==> config.mk <==
export PLATFORM = sky130hd
export DESIGN_NAME = seg_led_static_drv
export DESIGN_NICKNAME = d
export VERILOG_FILES = /design/src/rtl/seg_led_static_drv.sv
export SDC_FILE = /design/constraint.sdc
export NUM_CORES = 1
export LEC_CHECK = 0
export BUFFER_PORTS_ARGS = -buffer_cell sky130_fd_sc_hd__buf_2
export CORE_ASPECT_RATIO = 0.75
export CORE_UTILIZATION = 51
export DETAILED_ROUTE_END_ITERATION = 10
export HOLD_SLACK_MARGIN = 0.06
export PLACE_DENSITY = 0.86
export SYNTH_ARGS = -nofsm -noshare
export SYNTH_HDL_FRONTEND = slang
export SYNTH_SLANG_ARGS = --single-unit
==> constraint.sdc <==
create_clock -name clk -period 2 [get_ports clk]
set_input_delay 0.5 -clock clk [delete_from_list [all_inputs] [get_ports clk]]
set_output_delay 0.5 -clock clk [all_outputs]
set_load 0.01 [all_outputs]
==> src/rtl/seg_led_static_drv.sv <==
// -----------------------------------------------------------------------------
// seg_led_static_drv
//
// Consumes the single-cycle tick from the period timer and steps a 4-bit digit
// value on each tick. The value is decoded into a common-anode 7-segment
// pattern. Every digit is driven with the same pattern, so the display is
// static and there is no multiplexing. Hold and direction inputs control the
// count. A one-cycle carry pulse marks each wrap so that counters can be
// cascaded.
//
// Parameters
//   SEG_WIDTH  number of digit-select lines, all driven together
//   MAX_VAL    highest displayed value (1..15); the count wraps MAX_VAL <-> 0
//
// Ports
//   clk         system clock
//   rst_n       asynchronous active-low reset
//   cnt_flag_i  tick from the period timer; it may stay high for many cycles
//   hold_i      1 = ignore ticks and freeze the value
//   down_i      0 = count up, 1 = count down (sampled in the tick cycle)
//   seg_sel_o   digit enables, active low
//   seg_led_o   segments {dp,g,f,e,d,c,b,a}, active low
//   value_o     current digit value
//   carry_o     one-cycle pulse after the value wraps
// -----------------------------------------------------------------------------
module seg_led_static_drv #(
    parameter int unsigned SEG_WIDTH = 6,
    parameter int unsigned MAX_VAL   = 9
) (
    input  logic                 clk,
    input  logic                 rst_n,
    input  logic                 cnt_flag_i,
    input  logic                 hold_i,
    input  logic                 down_i,
    output logic [SEG_WIDTH-1:0] seg_sel_o,
    output logic [7:0]           seg_led_o,
    output logic [3:0]           value_o,
    output logic                 carry_o
);

    localparam logic [3:0] MaxVal = MAX_VAL[3:0];

    typedef enum logic [0:0] {
        StBlank,
        StRun
    } state_e;

    // Common-anode decode. The dp bit (bit 7) is always off.
    function automatic logic [7:0] seg_decode(input logic [3:0] v);
        logic [7:0] pat;
        case (v)
            4'h0:    pat = 8'hC0;
            4'h1:    pat = 8'hF9;
            4'h2:    pat = 8'hA4;
            4'h3:    pat = 8'hB0;
            4'h4:    pat = 8'h99;
            4'h5:    pat = 8'h92;
            4'h6:    pat = 8'h82;
            4'h7:    pat = 8'hF8;
            4'h8:    pat = 8'h80;
            4'h9:    pat = 8'h90;
            4'hA:    pat = 8'h88;
            4'hB:    pat = 8'h83;
            4'hC:    pat = 8'hC6;
            4'hD:    pat = 8'hA1;
            4'hE:    pat = 8'h86;
            default: pat = 8'h8E;
        endcase
        return pat;
    endfunction

    state_e               state_q, state_d;
    logic [3:0]           value_q, value_d;
    logic                 flag_q;
    logic                 carry_q, carry_d;
    logic [SEG_WIDTH-1:0] seg_sel_q, seg_sel_d;
    logic [7:0]           seg_led_q, seg_led_d;
    logic                 tick;
    logic                 step;

    // Rising-edge detect, so a flag that stays high produces exactly one tick.
    assign tick = cnt_flag_i & ~flag_q;
    assign step = tick & ~hold_i;

    always_comb begin
        state_d = state_q;
        value_d = value_q;
        carry_d = 1'b0;
        case (state_q)
            StBlank: begin
                // The first accepted tick only turns the display on.
                if (step) begin
                    state_d = StRun;
                end
            end
            StRun: begin
                if (step) begin
                    if (down_i) begin
                        if (value_q == 4'd0) begin
                            value_d = MaxVal;
                            carry_d = 1'b1;
                        end else begin
                            value_d = value_q - 4'd1;
                        end
                    end else begin
                        // Compare explicitly instead of relying on 4-bit overflow.
                        if (value_q >= MaxVal) begin
                            value_d = 4'd0;
                            carry_d = 1'b1;
                        end else begin
                            value_d = value_q + 4'd1;
                        end
                    end
                end
            end
            default: state_d = StBlank;
        endcase
    end

    // The display registers follow state/value one cycle behind.
    always_comb begin
        if (state_q == StRun) begin
            seg_sel_d = '0;
            seg_led_d = seg_decode(value_q);
        end else begin
            seg_sel_d = '1;
            seg_led_d = 8'hFF;
        end
    end

    always_ff @(posedge clk or negedge rst_n) begin
        if (!rst_n) begin
            state_q   <= StBlank;
            value_q   <= 4'd0;
            flag_q    <= 1'b0;
            carry_q   <= 1'b0;
            seg_sel_q <= '1;
            seg_led_q <= 8'hFF;
        end else begin
            state_q   <= state_d;
            value_q   <= value_d;
            flag_q    <= cnt_flag_i;
            carry_q   <= carry_d;
            seg_sel_q <= seg_sel_d;
            seg_led_q <= seg_led_d;
        end
    end

    assign seg_sel_o = seg_sel_q;
    assign seg_led_o = seg_led_q;
    assign value_o   = value_q;
    assign carry_o   = carry_q;

endmodule

==> run_results.csv <==
group,metric,value,unit
power_and_ir_drop,ir_drop,0.8735,mV
setup_path,cp.arrival,2.08,ns
yosys,avgSynthCellArea,10.04,um2
timing,fmax,539.4,MHz
timing,finalCriticalPeriod,1.854,ns
clock_tree,hold_buffers,0,
floorplan,core_area,0.001592,mm2
placement,io_buffers,22,
clock_tree,cts_tree,"yes",
yosys,yosysSeqAreaShare,41.29,%
drt,viasPerCell,5.571,
clock_tree,cts.sinks,15,
yosys,synth_cell_types,36,
yosys,ys_seq_elements,15,
drt,drc,0,
clock_tree,cts-root-buf,"clkbuf_4",
yosys,synthArstFlopShare,100.0,%
drt,dr.pass1.iters,4,
yosys,synthCells,93,
final_layout,area_growth,9.785,%
clock_tree,cts.reportedPaths.clkPinSlew,0.09,ns
outcome,status,"finished, final reports clean",
job,drv_cap,0,
setup_path,slowest_stage,"dfrtp_1",
final_layout,fin_cells,133,
final_layout,layout-drive-gt1-share,36.61,%
clock_tree,numCtsBuffers,3,
final_layout,final_util,64.39,%
timing,rsz0062_at_grt,"false",
global_route,grt_usage,21.78,%
drt,ant_nets,0,
timing,fin_skew,0.01023,ns
clock_tree,post_cts_buffers,0,
yosys,synth.largest_area_cell,"dfstp_2",
setup_path,path_class,"flop to flop",
global_route,grt_max_degree,21,
clock_tree,clk_latency,0.29,ns
global_route,gr-total-overflow,0,
setup_path,critical-path-max-stage-delay,0.50,ns
hold_path,hold_class,"input port to async pin",
timing,fin_hold_ws,0.09821,ns
yosys,syn_nets,104,
clock_tree,cts_resized,0,
timing,report.final.slew_viol_count,0,
timing,slew-limit-headroom,57.94,%
floorplan,num_rows,12,
global_route,grt_pass1_vias,624,
yosys,synth_area_leaders,"dfstp_2 23%, dfrtp_1 19%, ha_1 8.0%",
setup_path,cp_cell_sequence,"inv_2 > ha_1 > or3b_1 > a21oi_2 > a221oi_1 > nor2_1",
power_and_ir_drop,pwr_density_cell,1487,mW/mm2
global_route,use_met3,7.059,%
power_and_ir_drop,leakage,0.4921,nW
placement,routabilityCongestion,0.9487,
timing,tightest_slew,0.6310,ns
global_route,met1_usage,28.85,%
clock_tree,cts-htree-levels,1,
global_route,grt_pass1_wl,3.049,mm
yosys,synth_area,933.4,um2
timing,setup_viol,0,
placement,hpwlAfterDp,1.401,mm
clock_tree,clk_path_buf_depth,2,
setup_path,critPathCaptureType,"flop",
drt,wirelength,1.915,mm
placement,placed_cells,129,
floorplan,initial_core_util,58.65,%
setup_path,crit_fanout,10,
timing,period_share,92.69,%
drt,vias,741,
yosys,ys_warn_count,0,
floorplan,die_x,51.40,um
final_layout,nets,124,
floorplan,ioPinCount,24,
timing,hold_viol_final,0,
global_route,use_met2,36.04,%
yosys,synth.top_cell.area_share,22.52,%
drt,drt-initial-drc-count,9,
final_layout,insertedDiodeCount,0,
drt,wl_per_cell,14.40,um
global_route,grt_busiest_layer,"met2",
floorplan,die_height,39.05,um
setup_path,worstSetupStartpointType,"flop",
setup_path,cp.required,2.22,ns
global_route,antenna_found_initial,0,
floorplan,die_area,0.002007,mm2
yosys,ys.flop_type,"dfstp_2",
timing,tns,0,ns
yosys,synth_edf_count,0,
[sequential cells by signal, indices dropped and copies added, names as in the netlist]
register   flops
seg_led_o      7
seg_sel_o      1
state_q        1
value_o        4
carry_o        1
flag_q         1
[cells in the final DEF, fill, tap and decap left out, types with 2 or more instances in the layout]
cell type  Yosys  routed
a21oi_1        2       2
a221o_1        2       2
a221oi_1       2       2
a31oi_1        2       2
and2_1         2       2
buf_2          0      22
buf_4          6       2
clkbuf_4       0       3
dfrtp_1        7       7
dfstp_2        8       8
ha_1           6       6
inv_1          6       6
mux2i_1        2       2
nand2_1       10      10
nor2_1         4       4
o211ai_1       3       3
o21ai_0        8       8
[cell families (layout without fill, tap and decap cells)]
| group | count (synthesis) | count (layout) | synth area share, % |
|---|---|---|---|
| compound gates | 25 | 25 | 18.37 |
| fa+ha+maj | 6 | 6 | 8.043 |
| buf+inv | 16 | 35 | 12.06 |
| flops | 15 | 15 | 41.29 |
| mux | 3 | 3 | 4.558 |
| other cells | 1 | 1 | 0.4018 |
| simple gates | 27 | 27 | 15.28 |
[power by group]
group	internal [W]	total (W)	switching (W)
Clock	0.0000775	0.000174	0.0000965
Combinational	0.000343	0.000768	0.000424
Sequential	0.000447	0.000582	0.000135
Total	0.000868	0.00152	0.000656
[cells in the mapped netlist, types with 2 or more instances]
library cell	count
nand2_1	10
clkbuf_8	3
a221o_1	2
a221oi_1	2
and2_1	2
inv_1	6
o21ai_0	8
mux2i_1	2
buf_4	6
ha_1	6
dfstp_2	8
dfrtp_1	7
nor2_1	4
o211ai_1	3
a31oi_1	2
a21oi_1	2
[layout make-up]
class | instances | area (um2)
timing repair buffer | 24 | 125.1
multi-input combinational | 62 | 435.4
clock buffer | 4 | 26.28
fill | 142 | 566.8
sequential | 15 | 385.4
tap | 21 | 26.28
inverter | 7 | 26.28
[stage by stage]
step / setup slack [ns] / cell area (um2) / total power (W)
5_1_grt: 0.06135 / 1025 / 0.001633
3_3_place_gp: 0.3037 / 998.5 / 0.001302
2_1_floorplan: 0.2450 / 933.4 / 0.001132
4_1_cts: 0.1784 / 1025 / 0.001521
6_report: 0.1461 / 1025 / 0.001524
3_5_place_dp: 0.2243 / 998.5 / 0.001344
[worst max-delay path, delay by kind of cell, from the launching register on]
kind / cells / cell delay, ns
adder cells (fa/ha/maj): 1 / 0.20
AO/OA/AOI/OAI: 2 / 0.38
flip-flops: 1 / 0.50
AND/OR/NAND/NOR: 2 / 0.54
buffers and inverters: 1 / 0.16
[routing by layer]
| metal | share of wire [%] | wire length [um] |
|---|---|---|
| met1 | 47 | 892 |
| met5 | 0 | 0 |
| met4 | 0 | 0 |
| met3 | 6.3 | 120 |
| met2 | 47 | 901 |
[worst paths after layout]
check / from / end / slack [ns] / depth (start not counted)
min in group clk: cnt_flag_i / flag_q / 0.33 / 1
hold / removal: rst_n / state_q / 0.1 / 1
setup reg to reg: value_o[0] / value_o[2] / 0.15 / 6
max in group asynchronous: rst_n / seg_sel_o[4] / 1.59 / 1
setup / recovery: value_o[0] / value_o[2] / 0.15 / 6
hold reg to reg: state_q / seg_led_o[2] / 0.58 / 1
Note: power is estimated with default switching activity, not from simulation.
